**src/rtl/counter_pkg.sv**
```systemverilog
// Shared types for the counter family: the arbiter FSM state and a binary-to-Gray helper.
package counter_pkg;

    typedef enum logic {
        IDLE = 1'b0,
        OWN  = 1'b1
    } state_e;

    // Widest count the Gray helper supports; callers zero-extend and truncate.
    localparam int unsigned GRAY_MAX_W = 32;

    function automatic logic [GRAY_MAX_W-1:0] bin2gray(input logic [GRAY_MAX_W-1:0] bin);
        return bin ^ (bin >> 1);
    endfunction

endpackage

```
**src/rtl/counter_gray_arb_rr_pick.sv**
```systemverilog
// Combinational round-robin selector: scans from last_owner+1 (mod NREQ), first set request wins.
module rr_pick #(
    parameter int unsigned NREQ = 4,
    parameter int unsigned IW   = $clog2(NREQ)
) (
    input  logic [NREQ-1:0] req_i,
    input  logic [IW-1:0]   last_owner_i,
    output logic [NREQ-1:0] onehot_o,
    output logic [IW-1:0]   idx_o,
    output logic            valid_o
);

    logic [IW-1:0] cand;

    always_comb begin
        onehot_o = '0;
        idx_o    = '0;
        valid_o  = 1'b0;
        cand     = '0;
        for (int unsigned k = 1; k <= NREQ; k++) begin
            cand = IW'((32'(last_owner_i) + k) % NREQ);
            if (!valid_o && req_i[cand]) begin
                valid_o  = 1'b1;
                idx_o    = cand;
                onehot_o = NREQ'(1) << cand;
            end
        end
    end

endmodule

```
**src/rtl/counter_gray_arb.sv**
```systemverilog
// Round-robin arbitrated shared counter with Gray-coded output.
// Define COUNTER_GRAY_ARB_TIMEOUT_EN to bound ownership to MAX_HOLD cycles with a timeout pulse.
module counter_gray_arb
    import counter_pkg::*;
#(
    parameter int unsigned NREQ     = 4,
    parameter int unsigned WIDTH    = 8,
    parameter int unsigned MAX_HOLD = 16
) (
    input  logic                    clk,
    input  logic                    rst_n,
    input  logic [NREQ-1:0]         req,
    input  logic [NREQ-1:0]         inc,
    input  logic                    clr,
    output logic [NREQ-1:0]         gnt,
    output logic [$clog2(NREQ)-1:0] gnt_id,
    output logic                    busy,
    output logic [WIDTH-1:0]        gray_count,
    output logic                    timeout
);

    localparam int unsigned IW = $clog2(NREQ);

    if (NREQ < 2 || NREQ > 8 || WIDTH < 1 || WIDTH > GRAY_MAX_W || MAX_HOLD < 1) begin : g_param_check
        $error("counter_gray_arb: illegal parameter combination");
    end

    state_e            state_q, state_d;
    logic [NREQ-1:0]   gnt_q, gnt_d;
    logic [IW-1:0]     gnt_id_q, gnt_id_d;
    logic [IW-1:0]     last_owner_q, last_owner_d;
    logic [WIDTH-1:0]  count_q, count_d;

    logic [NREQ-1:0]   pick_onehot;
    logic [IW-1:0]     pick_idx;
    logic              pick_valid;

`ifdef COUNTER_GRAY_ARB_TIMEOUT_EN
    localparam int unsigned HW = $clog2(MAX_HOLD + 1);
    logic [HW-1:0]     hold_q, hold_d;
    logic              timeout_q, timeout_d;
`endif

    rr_pick #(
        .NREQ (NREQ),
        .IW   (IW)
    ) u_rr_pick (
        .req_i        (req),
        .last_owner_i (last_owner_q),
        .onehot_o     (pick_onehot),
        .idx_o        (pick_idx),
        .valid_o      (pick_valid)
    );

    // Next-state: arbitrate in IDLE, count and watch for release in OWN; clr wins over inc.
    always_comb begin
        state_d      = state_q;
        gnt_d        = gnt_q;
        gnt_id_d     = gnt_id_q;
        last_owner_d = last_owner_q;
        count_d      = count_q;
`ifdef COUNTER_GRAY_ARB_TIMEOUT_EN
        hold_d       = hold_q;
        timeout_d    = 1'b0;
`endif
        case (state_q)
            IDLE: begin
                if (pick_valid) begin
                    state_d      = OWN;
                    gnt_d        = pick_onehot;
                    gnt_id_d     = pick_idx;
                    last_owner_d = pick_idx;
`ifdef COUNTER_GRAY_ARB_TIMEOUT_EN
                    hold_d       = '0;
`endif
                end
            end
            OWN: begin
                if (|(gnt_q & inc)) begin
                    count_d = count_q + WIDTH'(1);
                end
                if (!(|(gnt_q & req))) begin
                    state_d  = IDLE;
                    gnt_d    = '0;
                    gnt_id_d = '0;
                end
`ifdef COUNTER_GRAY_ARB_TIMEOUT_EN
                else if (hold_q == HW'(MAX_HOLD - 1)) begin
                    state_d   = IDLE;
                    gnt_d     = '0;
                    gnt_id_d  = '0;
                    timeout_d = 1'b1;
                end else begin
                    hold_d = hold_q + HW'(1);
                end
`endif
            end
            default: begin
                state_d  = IDLE;
                gnt_d    = '0;
                gnt_id_d = '0;
            end
        endcase
        if (clr) begin
            count_d = '0;
        end
    end

    always_ff @(posedge clk or negedge rst_n) begin
        if (!rst_n) begin
            state_q      <= IDLE;
            gnt_q        <= '0;
            gnt_id_q     <= '0;
            last_owner_q <= IW'(NREQ - 1);
            count_q      <= '0;
        end else begin
            state_q      <= state_d;
            gnt_q        <= gnt_d;
            gnt_id_q     <= gnt_id_d;
            last_owner_q <= last_owner_d;
            count_q      <= count_d;
        end
    end

`ifdef COUNTER_GRAY_ARB_TIMEOUT_EN
    always_ff @(posedge clk or negedge rst_n) begin
        if (!rst_n) begin
            hold_q    <= '0;
            timeout_q <= 1'b0;
        end else begin
            hold_q    <= hold_d;
            timeout_q <= timeout_d;
        end
    end

    assign timeout = timeout_q;
`else
    assign timeout = 1'b0;
`endif

    assign gnt        = gnt_q;
    assign gnt_id     = gnt_id_q;
    assign busy       = (state_q == OWN);
    assign gray_count = WIDTH'(bin2gray(GRAY_MAX_W'(count_q)));

endmodule

```
**config.mk**
```make
export PLATFORM = sky130hd
export DESIGN_NAME = counter_gray_arb
export DESIGN_NICKNAME = d
export VERILOG_FILES = /design/src/rtl/counter_pkg.sv /design/src/rtl/counter_gray_arb_rr_pick.sv /design/src/rtl/counter_gray_arb.sv
export SDC_FILE = /design/constraint.sdc
export NUM_CORES = 1
export LEC_CHECK = 0
export CAP_MARGIN = 20
export CORE_ASPECT_RATIO = 1.5
export CORE_UTILIZATION = 25
export CTS_CLUSTER_SIZE = 30
export DETAILED_ROUTE_END_ITERATION = 12
export HOLD_SLACK_MARGIN = 0.06
export PLACE_DENSITY_LB_ADDON = 0.12
export SETUP_SLACK_MARGIN = 0.05
export SYNTH_ARGS = -nofsm -noshare
export SYNTH_HDL_FRONTEND = slang
export SYNTH_SLANG_ARGS = --single-unit
```
**constraint.sdc**
```tcl
create_clock -name clk -period 6.7 [get_ports clk]
set_clock_uncertainty 0.1 [all_clocks]
set_input_delay 2.01 -clock clk [delete_from_list [all_inputs] [get_ports clk]]
set_output_delay 2.01 -clock clk [all_outputs]
set_load 0.01 [all_outputs]
```
---- Word level (Yosys, flattened, before mapping) ----
Cells that the tools add are included.
storage, ports and cells
  bits in registers ....................... 17
  input port bits ......................... 11
  output and inout port bits .............. 16
cells by class
  add/sub/neg operators ................... 5
  $lt $le $gt $ge ......................... 4
  equal/unequal tests ..................... 2
  shift operators ......................... 4
  mux-type cells .......................... 32
  bitwise logic cells ..................... 4
  reduce and logical (&&, ||, !) cells .... 13
operators by type and width
  kind                                                 number
  two-way mux 4 bit                                    6
  two-way mux 8 bit                                    3
  << shifter 1 x 2 -> 4 bit (first input constant)     4
  < comparator 2 x 3 -> 1 bit (second input constant)  4
  two-way mux 2 bit                                    6
  two-way mux 1 bit                                    10
  adder 8 x 1 -> 8 bit (second input constant)         1
  AND 4 bit                                            2
  binary-select mux 1 bit (select 2 bit)               4
  case mux 4 bit (2 select lines)                      1
  OR reduction 4 bit                                   2
  XOR 8 x 7 -> 8 bit                                   1
  AND reduction 2 bit                                  3
  adder 2 x 1 -> 2 bit (second input constant)         2
  adder 2 bit (second input constant)                  2
  != test 2 bit (second input constant)                2
  case mux 2 bit (2 select lines)                      1
  nonzero test 2 bit                                   2
  logical AND 1 bit                                    3
  logical NOT 1 bit                                    3
  case mux 1 bit (2 select lines)                      1
  NOT 1 bit                                            1

---- Depth between registers and ports, before layout ----
  depth in word-level cells ............... 15
  depth in mapped cells ................... 8

---- Cells and area by module ----
Synthesis repeated with hierarchy kept, for this count alone.
unflattened totals
  cells, all modules ...................... 169
  area total of the unflattened synthesis .. 1570.3 sq um
modules (own cells, without submodules)
  module            times used  cells each  area an instance (sq um)
  counter_gray_arb  1           87          939.7
  rr_pick           1           82          630.6

---- Least setup slack after synthesis ----
Ideal clock, no wire load.
  path type ............................... input-to-reg
  start ................................... in req[2]
  end ..................................... reg gnt_id_q[1], in the netlist gnt_id[1]
  library setup time ...................... 0.126 ns
  arrival time ............................ 3.062 ns
  path slack .............................. 3.412 ns
  stages on the path ...................... 5
  buffers on the path ..................... 1
  cell sequence ........................... buf_2 inv_2 a21oi_2 a41oi_1 a221o_1
on the way
  cells in the longest elaborated chain, start to end .. 14
  elaborated cells between the ends (all ways) .. 29
  classes of those cells .................. 2 x eq/ne; 18 x mux; 1 x bitwise; 8 x reduce/logical
ends and longest elaborated chain
  what                                                                    RTL line                        RTL
  start, declared                                                         counter_gray_arb.sv:12          input logic [NREQ-1:0] req,
  binary-select mux 1 bit (select 2 bit)                                  counter_gray_arb_rr_pick.sv:22  if (!valid_o && req_i[cand]) begin
  two-way mux 1 bit (not written as such)                                 counter_gray_arb_rr_pick.sv:22
  two-way mux 1 bit                                                       counter_gray_arb_rr_pick.sv:22
  logical NOT 1 bit                                                       counter_gray_arb_rr_pick.sv:22
  logical AND 1 bit                                                       counter_gray_arb_rr_pick.sv:22
  two-way mux 1 bit                                                       counter_gray_arb_rr_pick.sv:22
  logical NOT 1 bit                                                       counter_gray_arb_rr_pick.sv:22
  logical AND 1 bit                                                       counter_gray_arb_rr_pick.sv:22
  two-way mux 1 bit                                                       counter_gray_arb_rr_pick.sv:22
  logical NOT 1 bit                                                       counter_gray_arb_rr_pick.sv:22
  logical AND 1 bit                                                       counter_gray_arb_rr_pick.sv:22
  two-way mux 2 bit or two-way mux 1 bit (tied branches)                  counter_gray_arb_rr_pick.sv:22
  two-way mux 2 bit or != test 2 bit (tied branches)                      --
  case mux 2 bit (2 select lines) or AND reduction 2 bit (tied branches)  --
  end signal, assigned                                                    counter_gray_arb.sv:119         gnt_id_q <= gnt_id_d;
  end, declared                                                           counter_gray_arb.sv:30          logic [IW-1:0] gnt_id_q, gnt_id_d;
Parallel ways exist; a longest one is shown, timed or not. The select of a mux whose other input is x is not followed.
A chain may end at the register's enable or synchronous reset.

---- Worst setup path in the final report ----
  start ................................... in req[0]
  end ..................................... reg gnt_q[3], in the netlist gnt[3]
on the way
  cells in the longest elaborated chain, start to end .. 14
  elaborated cells between the ends (all ways) .. 29
  classes of those cells .................. 2 x eq/ne; 18 x mux; 1 x bitwise; 8 x reduce/logical
ends and longest elaborated chain
  what                                                                    RTL line                        RTL
  binary-select mux 1 bit (select 2 bit)                                  counter_gray_arb_rr_pick.sv:22
  two-way mux 1 bit (not written as such)                                 counter_gray_arb_rr_pick.sv:22
  two-way mux 1 bit                                                       counter_gray_arb_rr_pick.sv:22
  logical NOT 1 bit                                                       counter_gray_arb_rr_pick.sv:22
  logical AND 1 bit                                                       counter_gray_arb_rr_pick.sv:22
  two-way mux 1 bit                                                       counter_gray_arb_rr_pick.sv:22
  logical NOT 1 bit                                                       counter_gray_arb_rr_pick.sv:22
  logical AND 1 bit                                                       counter_gray_arb_rr_pick.sv:22
  two-way mux 1 bit                                                       counter_gray_arb_rr_pick.sv:22
  logical NOT 1 bit                                                       counter_gray_arb_rr_pick.sv:22
  logical AND 1 bit                                                       counter_gray_arb_rr_pick.sv:22
  two-way mux 4 bit or two-way mux 1 bit (tied branches)                  counter_gray_arb_rr_pick.sv:22
  two-way mux 4 bit or != test 2 bit (tied branches)                      --
  case mux 4 bit (2 select lines) or AND reduction 2 bit (tied branches)  --
  end signal, assigned                                                    counter_gray_arb.sv:118         gnt_q <= gnt_d;
  end, declared                                                           counter_gray_arb.sv:29          logic [NREQ-1:0] gnt_q, gnt_d;
Parallel ways exist; a longest one is shown, timed or not. The select of a mux whose other input is x is not followed.

==> results.toml <==
[outcome]
outcome = "complete, no violations"

[route]
drc = 0
post_drt_via_cell_ratio = 5.15
drt-initial-drc-count = 36
antenna_left = 0
drtPass1Iterations = 4
drt-total-wl_mm = 3.83
wl_per_cell_um = 15.4
vias = 1283

[worst_hold_path]
min_to = "gnt_id[0]"
hold_path_class = "flip-flop to flip-flop"
min_path_cells = 1
hold_start = "gnt_id[0]"

[yosys]
synth_edf_count = 0
avgSynthCellArea_um2 = 9.06
synth_area_leader_cell = "dfrtp_1"
synthCells = 160
netlist_top_cells_area = "dfrtp_1 26%, ha_1 12%, mux2i_1 4.8%, nand2_1 4.4%, xor2_1 4.2%"
synth_most_common_cell = "nand2_1"
synth_common_cells = "17 x nand2_1, 15 x dfrtp_1, 14 x ha_1"
synth_seq_cells = 17
synthArstFlopShare = 1.00
ys.flop_type = "dfrtp_1"
yosysTopAreaCellShare = 0.259
yosysUniqueCellTypes = 47
syn-num-nets = 185
synth_seq_area_share = 0.295
netlist_area_um2 = 1450
yosys_warnings = 0

[clock_tree]
cts_resized = 0
postCtsSetupRepairBufs = 0
hold_buffers = 0
clock-root-buffer = "clkbuf_8"
cts_buffers = 3
clock_path_buffers = 2
clock-sinks = 17
cts_tree = "yes"
htreeDepth = 1
clock_latency_ns = 0.25
cts.reportedPaths.clkPinSlew_ns = 0.06

[grt]
grt_pass1_wl_mm = 6.31
grt_pass1_vias = 1299
grt_overflow = 0
grt_start_max_net_pins = 22
track_usage = 0.136
antenna_found_initial = 0

[power]
p_leak_nw = 0.777
power.density_nw_per_um2 = 370
max-vdd-ir-drop_v = 0.000105

[final_layout]
syn2layout_area_growth_pct = 22.5
nets = 205
fin_area_um2 = 1780
antenna_cells = 0
drive_above_1_share = 0.0782

[floorplan]
die_w_um = 64.2
die_area_um2 = 6110
initial_utilization = 0.262
core_um2 = 5530
placementRows = 33
num_io_pins = 27
die_y_um = 95.2

[worst_setup_path]
r2r_slack_ns = 4.03
crit_fanout = 12
crit_path_top_delay_cell = "clkdlybuf4s50_1"
reg2reg_from = "last_owner_q[0]"
arrival_ns = 3.99
critPathTopFamily = "compound AO/OA/AOI/OAI gates"
crit_chain = "clkdlybuf4s50_1 > nor3_2 > a21oi_2 > a41oi_1 > o2bb2ai_1 > a31o_1"
endpoint_kind = "flip-flop"
r2r_cells = 6
critPathLaunchType = "input pin"
path_buf_inv = 1
worstPathRequired_ns = 6.79
max_stage_delay_ns = 0.65
path_class = "input pin to flip-flop"
timing.rr.end = "gnt_id[0]"

[sta]
finalMaxSlewViolations = 0
setup_viol = 0
min_period_ns = 3.90
fin_tns_setup_ns = 0
tightestPinTransition_ns = 0.745
hold_viol_final = 0
fmax_mhz = 256
layout_setup_ws_ns = 2.80
finalCritPeriodShare = 0.582
maxSlewHeadroom = 0.502
grt_setup_unrepaired = "no"

[run]
cap_violations = 0

[placement]
gp_congestion = 0.812
post-place-ws_ns = 2.53
place_hpwl_mm = 2.98
portBuffers = 25
dpl_cell_area_um2 = 1730
## metal layers
| metal | global-route usage | vias up | share of wire |
|---|---|---|---|
| met5 | 0 | - | 0 |
| met4 | 0.0611 | 0 | 0.013 |
| met3 | 0.0191 | 5 | 0.046 |
| met2 | 0.260 | 42 | 0.53 |
| met1 | 0.145 | 615 | 0.41 |
| li1 | - | 621 | - |
## worst reg2reg max path: cells and delay by family (launching register included)
family | cells | cell delay (ns)
DFF | 1 | 0.80
buffers and inverters | 2 | 0.28
AOI/OAI and AO/OA | 2 | 0.43
and+or+nand+nor | 1 | 0.55
adders and majority gates | 1 | 0.46
## layout by cell type, fill, tap and decap left out, types with 3 or more instances in the layout
cell and count:
clkdlybuf4s50_1 25, nand2_1 17, dfrtp_1 15, ha_1 14
nor2_1 13, xor2_1 7, a21oi_1 7, mux2i_1 7
nand2b_1 5, o21ai_0 5, o2bb2ai_1 4, a31o_1 4
inv_2 3, a22oi_1 3, nand3_1 3, a211o_1 3
clkbuf_8 3
## worst max-delay path by stage
| stage | to | cells after the start | startpoint |
|---|---|---|---|
| 2_1_floorplan | gnt_id[1] | 5 | req[2] |
| 6_report | gnt[3] | 6 | req[0] |
| 5_1_grt | gnt[3] | 6 | req[0] |
| 3_3_place_gp | gnt[1] | 6 | req[0] |
| 4_1_cts | gnt[3] | 6 | req[0] |
| 3_5_place_dp | gnt[3] | 6 | req[0] |
## registers in the layout, indices dropped and copies added, names as in the netlist
name / count
busy: 1
count_q: 8
gnt: 4
gnt_id: 2
last_owner_q: 2
## metrics by stage
step / utilization / power (mW) / hold slack [ns] / instances
6_report: 0.321 / 0.657 / 0.412 / 249
2_1_floorplan: - / 0.459 / 0.419 / 160
4_1_cts: 0.321 / 0.663 / 0.428 / 249
5_1_grt: 0.321 / 0.712 / 0.443 / 249
3_5_place_dp: 0.313 / 0.585 / 0.417 / 245
3_3_place_gp: 0.313 / 0.587 / 0.427 / 245
## logic make-up after synthesis
| family | after synthesis | share of synthesized area |
|---|---|---|
| xor gates and xnor gates | 8 | 0.0484 |
| DFF | 17 | 0.295 |
| muxes | 8 | 0.0561 |
| adders and majority gates | 14 | 0.121 |
| buffers and inverters | 15 | 0.0518 |
| and+or+nand+nor | 52 | 0.189 |
| AOI/OAI and AO/OA | 45 | 0.236 |
| other | 1 | 0.00259 |
## area by class of cell
type                            count  area (um^2)
Fill cell                         599         3760
Tap cell                           70         87.6
Timing Repair Buffer               25          250
Inverter                            5         18.8
Clock buffer                        4         45.0
Sequential cell                    17          428
Multi-Input combinational cell    128          946
## where the power goes
part / internal, mW / total (mW) / leakage, nW / switching (mW)
clock: 0.0421 / 0.0743 / 0.0228 / 0.0322
sequential: 0.136 / 0.200 / 0.221 / 0.0639
combinational: 0.179 / 0.383 / 0.533 / 0.204
(Power assumes the default switching activity.)
